### src/rtl/wash_cycle_ctrl.sv
// Washing-machine phase sequencer driving an external phase timer (FILL -> WASH -> RINSE -> SPIN).
// Define DOUBLE_RINSE_EN to run the RINSE phase twice before SPIN.
module wash_cycle_ctrl #(
    parameter logic [3:0] CLK_FREQ = 4'd5,
    parameter logic [3:0] FILL_T   = 4'd2,
    parameter logic [3:0] WASH_T   = 4'd5,
    parameter logic [3:0] RINSE_T  = 4'd3,
    parameter logic [3:0] SPIN_T   = 4'd4
) (
    input  logic       clk,
    input  logic       reset,
    input  logic       start,
    input  logic       pause,
    input  logic       cancel,
    input  logic       timer_done,
    output logic       timer_en,
    output logic       timer_clr,
    output logic [3:0] clk_freq,
    output logic [3:0] timer_period,
    output logic       water_valve,
    output logic       wash_motor,
    output logic       spin_motor,
    output logic       door_lock,
    output logic       cycle_done,
    output logic [2:0] state
);

    localparam logic [2:0] S_IDLE     = 3'd0;
    localparam logic [2:0] S_FILL     = 3'd1;
    localparam logic [2:0] S_WASH     = 3'd2;
    localparam logic [2:0] S_RINSE    = 3'd3;
    localparam logic [2:0] S_SPIN     = 3'd4;
    localparam logic [2:0] S_COMPLETE = 3'd5;

    logic [2:0] state_n;
    logic       clr_n;
    logic       en_n;
    logic       hold_n;
    logic       running_n;
    logic [3:0] period_n;
    logic       water_n;
    logic       wash_n;
    logic       spin_n;
    logic       door_n;
    logic       done_n;

`ifdef DOUBLE_RINSE_EN
    logic rinse_cnt;
    logic rinse_cnt_n;
`endif

    function automatic logic [3:0] phase_period(input logic [2:0] s);
        case (s)
            S_WASH:  return WASH_T;
            S_RINSE: return RINSE_T;
            S_SPIN:  return SPIN_T;
            default: return FILL_T;
        endcase
    endfunction

    assign clk_freq = CLK_FREQ;

    // Sequencing: cancel beats pause beats timer_done; done is masked while the clear pulse is out.
    always_comb begin
        state_n = state;
        clr_n   = 1'b0;
        en_n    = 1'b0;
        hold_n  = 1'b0;
`ifdef DOUBLE_RINSE_EN
        rinse_cnt_n = rinse_cnt;
`endif
        case (state)
            S_IDLE: begin
`ifdef DOUBLE_RINSE_EN
                rinse_cnt_n = 1'b0;
`endif
                if (start) begin
                    state_n = S_FILL;
                    clr_n   = 1'b1;
                    en_n    = 1'b1;
                end
            end
            S_FILL, S_WASH, S_RINSE, S_SPIN: begin
                if (cancel && (state != S_SPIN)) begin
                    state_n = S_SPIN;
                    clr_n   = 1'b1;
                    en_n    = 1'b1;
`ifdef DOUBLE_RINSE_EN
                    rinse_cnt_n = 1'b0;
`endif
                end else if (pause) begin
                    hold_n = 1'b1;
                end else if (timer_done && !timer_clr) begin
                    case (state)
                        S_FILL:  state_n = S_WASH;
                        S_WASH:  state_n = S_RINSE;
`ifdef DOUBLE_RINSE_EN
                        S_RINSE: begin
                            state_n     = rinse_cnt ? S_SPIN : S_RINSE;
                            rinse_cnt_n = ~rinse_cnt;
                        end
`else
                        S_RINSE: state_n = S_SPIN;
`endif
                        default: state_n = S_COMPLETE;
                    endcase
                    clr_n = (state != S_SPIN);
                    en_n  = (state != S_SPIN);
                end else begin
                    en_n = 1'b1;
                end
            end
            default: state_n = S_IDLE;
        endcase
    end

    // Output values for the coming cycle, derived from where the sequencer is heading.
    always_comb begin
        running_n = !hold_n && (state_n >= S_FILL) && (state_n <= S_SPIN);
        water_n   = running_n && ((state_n == S_FILL) || (state_n == S_RINSE));
        wash_n    = running_n && ((state_n == S_WASH) || (state_n == S_RINSE));
        spin_n    = running_n && (state_n == S_SPIN);
        door_n    = (state_n != S_IDLE);
        done_n    = (state_n == S_COMPLETE);
        period_n  = timer_period;
        if (clr_n)
            period_n = phase_period(state_n);
        else if (state_n == S_IDLE)
            period_n = FILL_T;
    end

    always_ff @(posedge clk or negedge reset) begin
        if (!reset) begin
            state        <= S_IDLE;
            timer_en     <= 1'b0;
            timer_clr    <= 1'b0;
            timer_period <= FILL_T;
            water_valve  <= 1'b0;
            wash_motor   <= 1'b0;
            spin_motor   <= 1'b0;
            door_lock    <= 1'b0;
            cycle_done   <= 1'b0;
        end else begin
            state        <= state_n;
            timer_en     <= en_n;
            timer_clr    <= clr_n;
            timer_period <= period_n;
            water_valve  <= water_n;
            wash_motor   <= wash_n;
            spin_motor   <= spin_n;
            door_lock    <= door_n;
            cycle_done   <= done_n;
        end
    end

`ifdef DOUBLE_RINSE_EN
    always_ff @(posedge clk or negedge reset) begin
        if (!reset)
            rinse_cnt <= 1'b0;
        else
            rinse_cnt <= rinse_cnt_n;
    end
`endif

endmodule

### config.mk
export PLATFORM = sky130hd
export DESIGN_NAME = wash_cycle_ctrl
export DESIGN_NICKNAME = d
export VERILOG_FILES = /design/src/rtl/wash_cycle_ctrl.sv
export SDC_FILE = /design/constraint.sdc
export NUM_CORES = 1
export LEC_CHECK = 0
export CORE_AREA = 5 5 56 58
export CTS_CLUSTER_DIAMETER = 150
export DETAILED_ROUTE_END_ITERATION = 7
export DIE_AREA = 0 0 61 63
export GPL_TIMING_DRIVEN = 0
export SKIP_LAST_GASP = 1
export SYNTH_ARGS = -nofsm -noshare
export SYNTH_HDL_FRONTEND = slang
export SYNTH_SLANG_ARGS = --single-unit
### constraint.sdc
create_clock -name clk -period 1.6 [get_ports clk]
set_clock_uncertainty 0.1 [all_clocks]
set_input_delay 0.16 -clock clk [delete_from_list [all_inputs] [get_ports clk]]
set_output_delay 0.16 -clock clk [all_outputs]
set_load 0.1 [all_outputs]
==> results of run 1 <==
-- worst min path at each step --
stage / to / slack, ns / cells after the start / start
after floorplan: cycle_done$_DFF_PN0_ / -0.24 / 0 / reset
after global placement: timer_period[1]$_DFFE_PN1P_ / 0.39 / 2 / timer_period[1]$_DFFE_PN1P_
after detailed placement: timer_period[1]$_DFFE_PN1P_ / 0.40 / 2 / timer_period[1]$_DFFE_PN1P_
after CTS: wash_motor$_DFF_PN0_ / 0.17 / 1 / reset
after global routing: wash_motor$_DFF_PN0_ / 0.18 / 2 / pause
final: wash_motor$_DFF_PN0_ / 0.14 / 1 / reset
-- per-layer routing --
metal | part of all wire | vias up | wire length, um | track usage
li1 | - | 311 | - | -
met5 | 0 | - | 0 | 0
met3 | 0.081 | 4 | 136 | 0.0227
met2 | 0.49 | 21 | 819 | 0.151
met4 | 0.010 | 0 | 17 | 0.0325
met1 | 0.42 | 305 | 712 | 0.131
-- stage by stage --
step	instance area, um2	setup slack [ns]	TNS (ns)	utilization
after CTS	1040	-0.0492	-0.140	0.400
final	1040	-0.0672	-0.0891	0.400
after floorplan	753	-0.218	-0.485	-
after global routing	1040	-0.147	-0.543	0.400
after global placement	972	-0.351	-3.17	0.372
after detailed placement	972	-0.360	-3.34	0.372
-- kinds of logic (layout without fill, tap and decap cells) --
group                  Yosys count  count (layout)  synth area share
AO/OA/AOI/OAI                   16              16             0.161
flip-flops                      13              13             0.463
multiplexers                     1               1            0.0160
other                            2               5            0.0106
buffers and inverters           11              37            0.0975
XOR/XNOR                         1               1            0.0124
AND/OR/NAND/NOR                 29              29             0.239
-- cell usage after synthesis (all sizes together), types with 2 or more instances --
cell / instances / area (um2)
dfrtp: 12 / 300
o31ai: 2 / 15.0
clkbuf: 3 / 11.3
a21oi: 6 / 33.8
nor2: 4 / 15.0
o21ai: 3 / 15.0
or3: 3 / 23.8
buf: 7 / 53.8
conb: 2 / 7.51
nand2b: 2 / 12.5
or2: 2 / 12.5
nand2: 5 / 18.8
nor3: 5 / 25.0
-- registers in the layout, indices dropped and copies added, names as in the netlist --
register      cells
state             3
timer_en          1
spin_motor        1
cycle_done        1
timer_period      3
door_lock         1
wash_motor        1
water_valve       1
timer_clr         1
-- final cells by class --
cell class	count	share of cell area
Buffer	9	0.0659
Clock buffer	4	0.0251
Inverter	1	0.00359
Multi-Input combinational cell	52	0.323
Sequential cell	13	0.327
Tap cell	31	0.0371
Timing Repair Buffer	23	0.218
-- what timing repair did --
action,CTS,global route
buffers inserted,5,0
gates cloned,0,0
gates resized for setup,40,10
pin swaps,5,2
endpoints found under the setup margin,17,10
==> results, run 1 <==
- Yosys mapped a number of flops with a built-in enable equal to 0.
- In this run the remaining antenna-violating nets after routing total 0.
- The total DRC errors in the routed layout is 0.
- The type of the worst min-delay path is input pin to asynchronous set/reset pin.
- The async set-or-reset flop fraction in the synthesized netlist is 1.00.
- The combined area of all synthesized cells is between 700 and 800 um2.
- The per-cell via count in the routed design is between 4 and 5.
- The reg-to-reg setup timing slack is -0.07 ns.
- The worst hold slack is between 0.1 and 0.15 ns.
- Tracing the worst setup path back leads to its startpoint at timer_clr$_DFF_PN0_.
- The kind of end point of the critical path is a register.
- Summed over all nets, the half-perimeter wirelength after detailed placement is around 1.2 mm.
- Walking the worst path, the cells encountered are nor3b_4 > buf_6 > a21oi_2 > or3_4 > a221oi_2.
- The fraction of layout instances using a drive strength above 1 is 0.412.
- Clock-pin slew was measured on the worst setup and hold paths at roughly 0.080 ns.
- The slowest stage of the critical path belongs to the cell dfrtp_4.
- The startpoint identified for the worst register-to-register timing path is timer_clr$_DFF_PN0_.
- The peak clock frequency supported by timing is 0.600 GHz.
- The count of distinct cell types in the synthesized netlist is 35.
- The count of endpoints failing hold in the final timing report was 0.
- The checks that failed: negative setup slack.
- A synthesized cell averages just under 10 um2.
- The total length of routed wires is between 1.5 and 2 mm.
- Setup repair after global routing could not meet its margin everywhere.
- The initial utilization of the core area, before any placement, comes to 0.270.
- The first-pass detailed-route iteration total is 4.
- The number of maximum-capacitance constraint violations is 0.
- The TritonCTS clock tree is done.
- The die is 61 um wide.
- After detailed placement, the design holds a cell count of 125.
- The register cell area after layout is roughly 340 um2.
- The floorplan step defined a die boundary enclosing 3840 um2.
- The floorplan step set the die height to between 60 and 70 um.
- Setup violations remaining at the end of the flow were counted as 3.
- 0 antenna diodes ended up in the layout.
- The worst stage delay on the critical path is 0.49 ns.
- Of the synthesized area, sequential elements account for 0.463.
- Summed over all layers, the global routing overflow is 0.
- The count of buffer and inverter cells on the critical path is 1.
- Detailed routing inserted a total of 641 vias.
- Entering global routing, the biggest net connects 14 pins.
- The average wire per cell in the routed design is between 10 and 15 um.
- For the worst setup path, the data arrival time is ~1.8 ns.
- The required arrival time at the worst endpoint is ~1.7 ns.
- The initial antenna violation count is 0.
- The number of pins with negative max-slew slack in the final report was 0.
- During I/O placement, the number of pins put on the boundary was 24.
- The floorplan step defined a core boundary enclosing around 2600 um2.
- The insertion delay of the later-clocked pin in the worst-skew pair is approximately 0.28 ns.
- Dividing the final minimum period by the clock period gives 1.04.
- CTS built an H-tree with a depth of 1.
- STA classifies the critical path startpoint as a register.
- The worst register-to-register path ends at spin_motor$_DFF_PN0_.
- The transition time at the pin with the least slew margin is approximately 0.57 ns.
- The minimum clock period is roughly 1.7 ns.
- Among all flip-flop cells after synthesis, the most frequent one is dfrtp_1.
- Row generation in the floorplan step produced 19 rows.
- Among cell families on the critical path, the largest total delay comes from simple AND/OR/NAND/NOR gates.
- The path length in cells of the critical path is 5.
- The Yosys step of the flow raised 0 warnings.
- The number of buffers inserted for hold repair after clock tree synthesis is 0.
- The flow ran to the end, but the final reports show violations.
- The most frequent standard cell in the layout excluding fill and tap cells is clkdlybuf4s15_2.
- The total clock buffers created by CTS is 3.
- The detailed router finished its first iteration with 7 violations.
- Synthesis inferred 13 register bits.
- The post-layout net count is roughly 110.
- The worst setup margin is -0.0672 ns.
- In this run the tightest slew margin relative to its limit is 0.621.
- The layout overhead on the synthesized area is 48.0%.
- The total global routing track utilization is 0.0978.
- The critical path is of the register to register type.
- The congestion estimate from routability-driven global placement came to roughly 0.83.
- The number of sinks on the clock net is 13.
- The cell sitting at the root of the clock tree is a clkbuf_4.
- Measured in cells, the most critical reg-to-reg path has a length of 5.
- The via count of the first global-routing pass came to a little over 600.
- The finished layout holds about 130 standard cells, fillers aside.
- The number of I/O port buffers is 18.
- The buffer levels on the longest clock path is 2.
- The largest driver fanout on the critical path is 4.
- Leaving out fill and tap cells, the most frequent cells in the layout are 11 x clkdlybuf4s15_2, 9 x buf_4, 8 x dfrtp_1.
- The area used by multi-input combinational logic is roughly 340 um2.
- The instance count of the mapped netlist is 73.
- The fill cell instance count of the final layout is about 270.
- The wire length of the first global-routing pass is 2.90 mm.
- The last element of the critical path is spin_motor$_DFF_PN0_.
Power of run 1 is not shown: default switching activity piles up to over one toggle a cycle in this logic, so the estimate is an artifact.
==> run 2, diff against run 1 <==
--- a/config.mk
+++ b/config.mk
@@ -5,6 +5,7 @@
 export SDC_FILE = /design/constraint.sdc
 export NUM_CORES = 1
 export LEC_CHECK = 0
+export CAP_MARGIN = 25
 export CORE_AREA = 5 5 56 58
 export CTS_CLUSTER_DIAMETER = 150
 export DETAILED_ROUTE_END_ITERATION = 7
==> results of run 2 <==
The final DEF is identical to that of run 1; final timing and power are the same.
Power of run 2 is left out for the same reason.
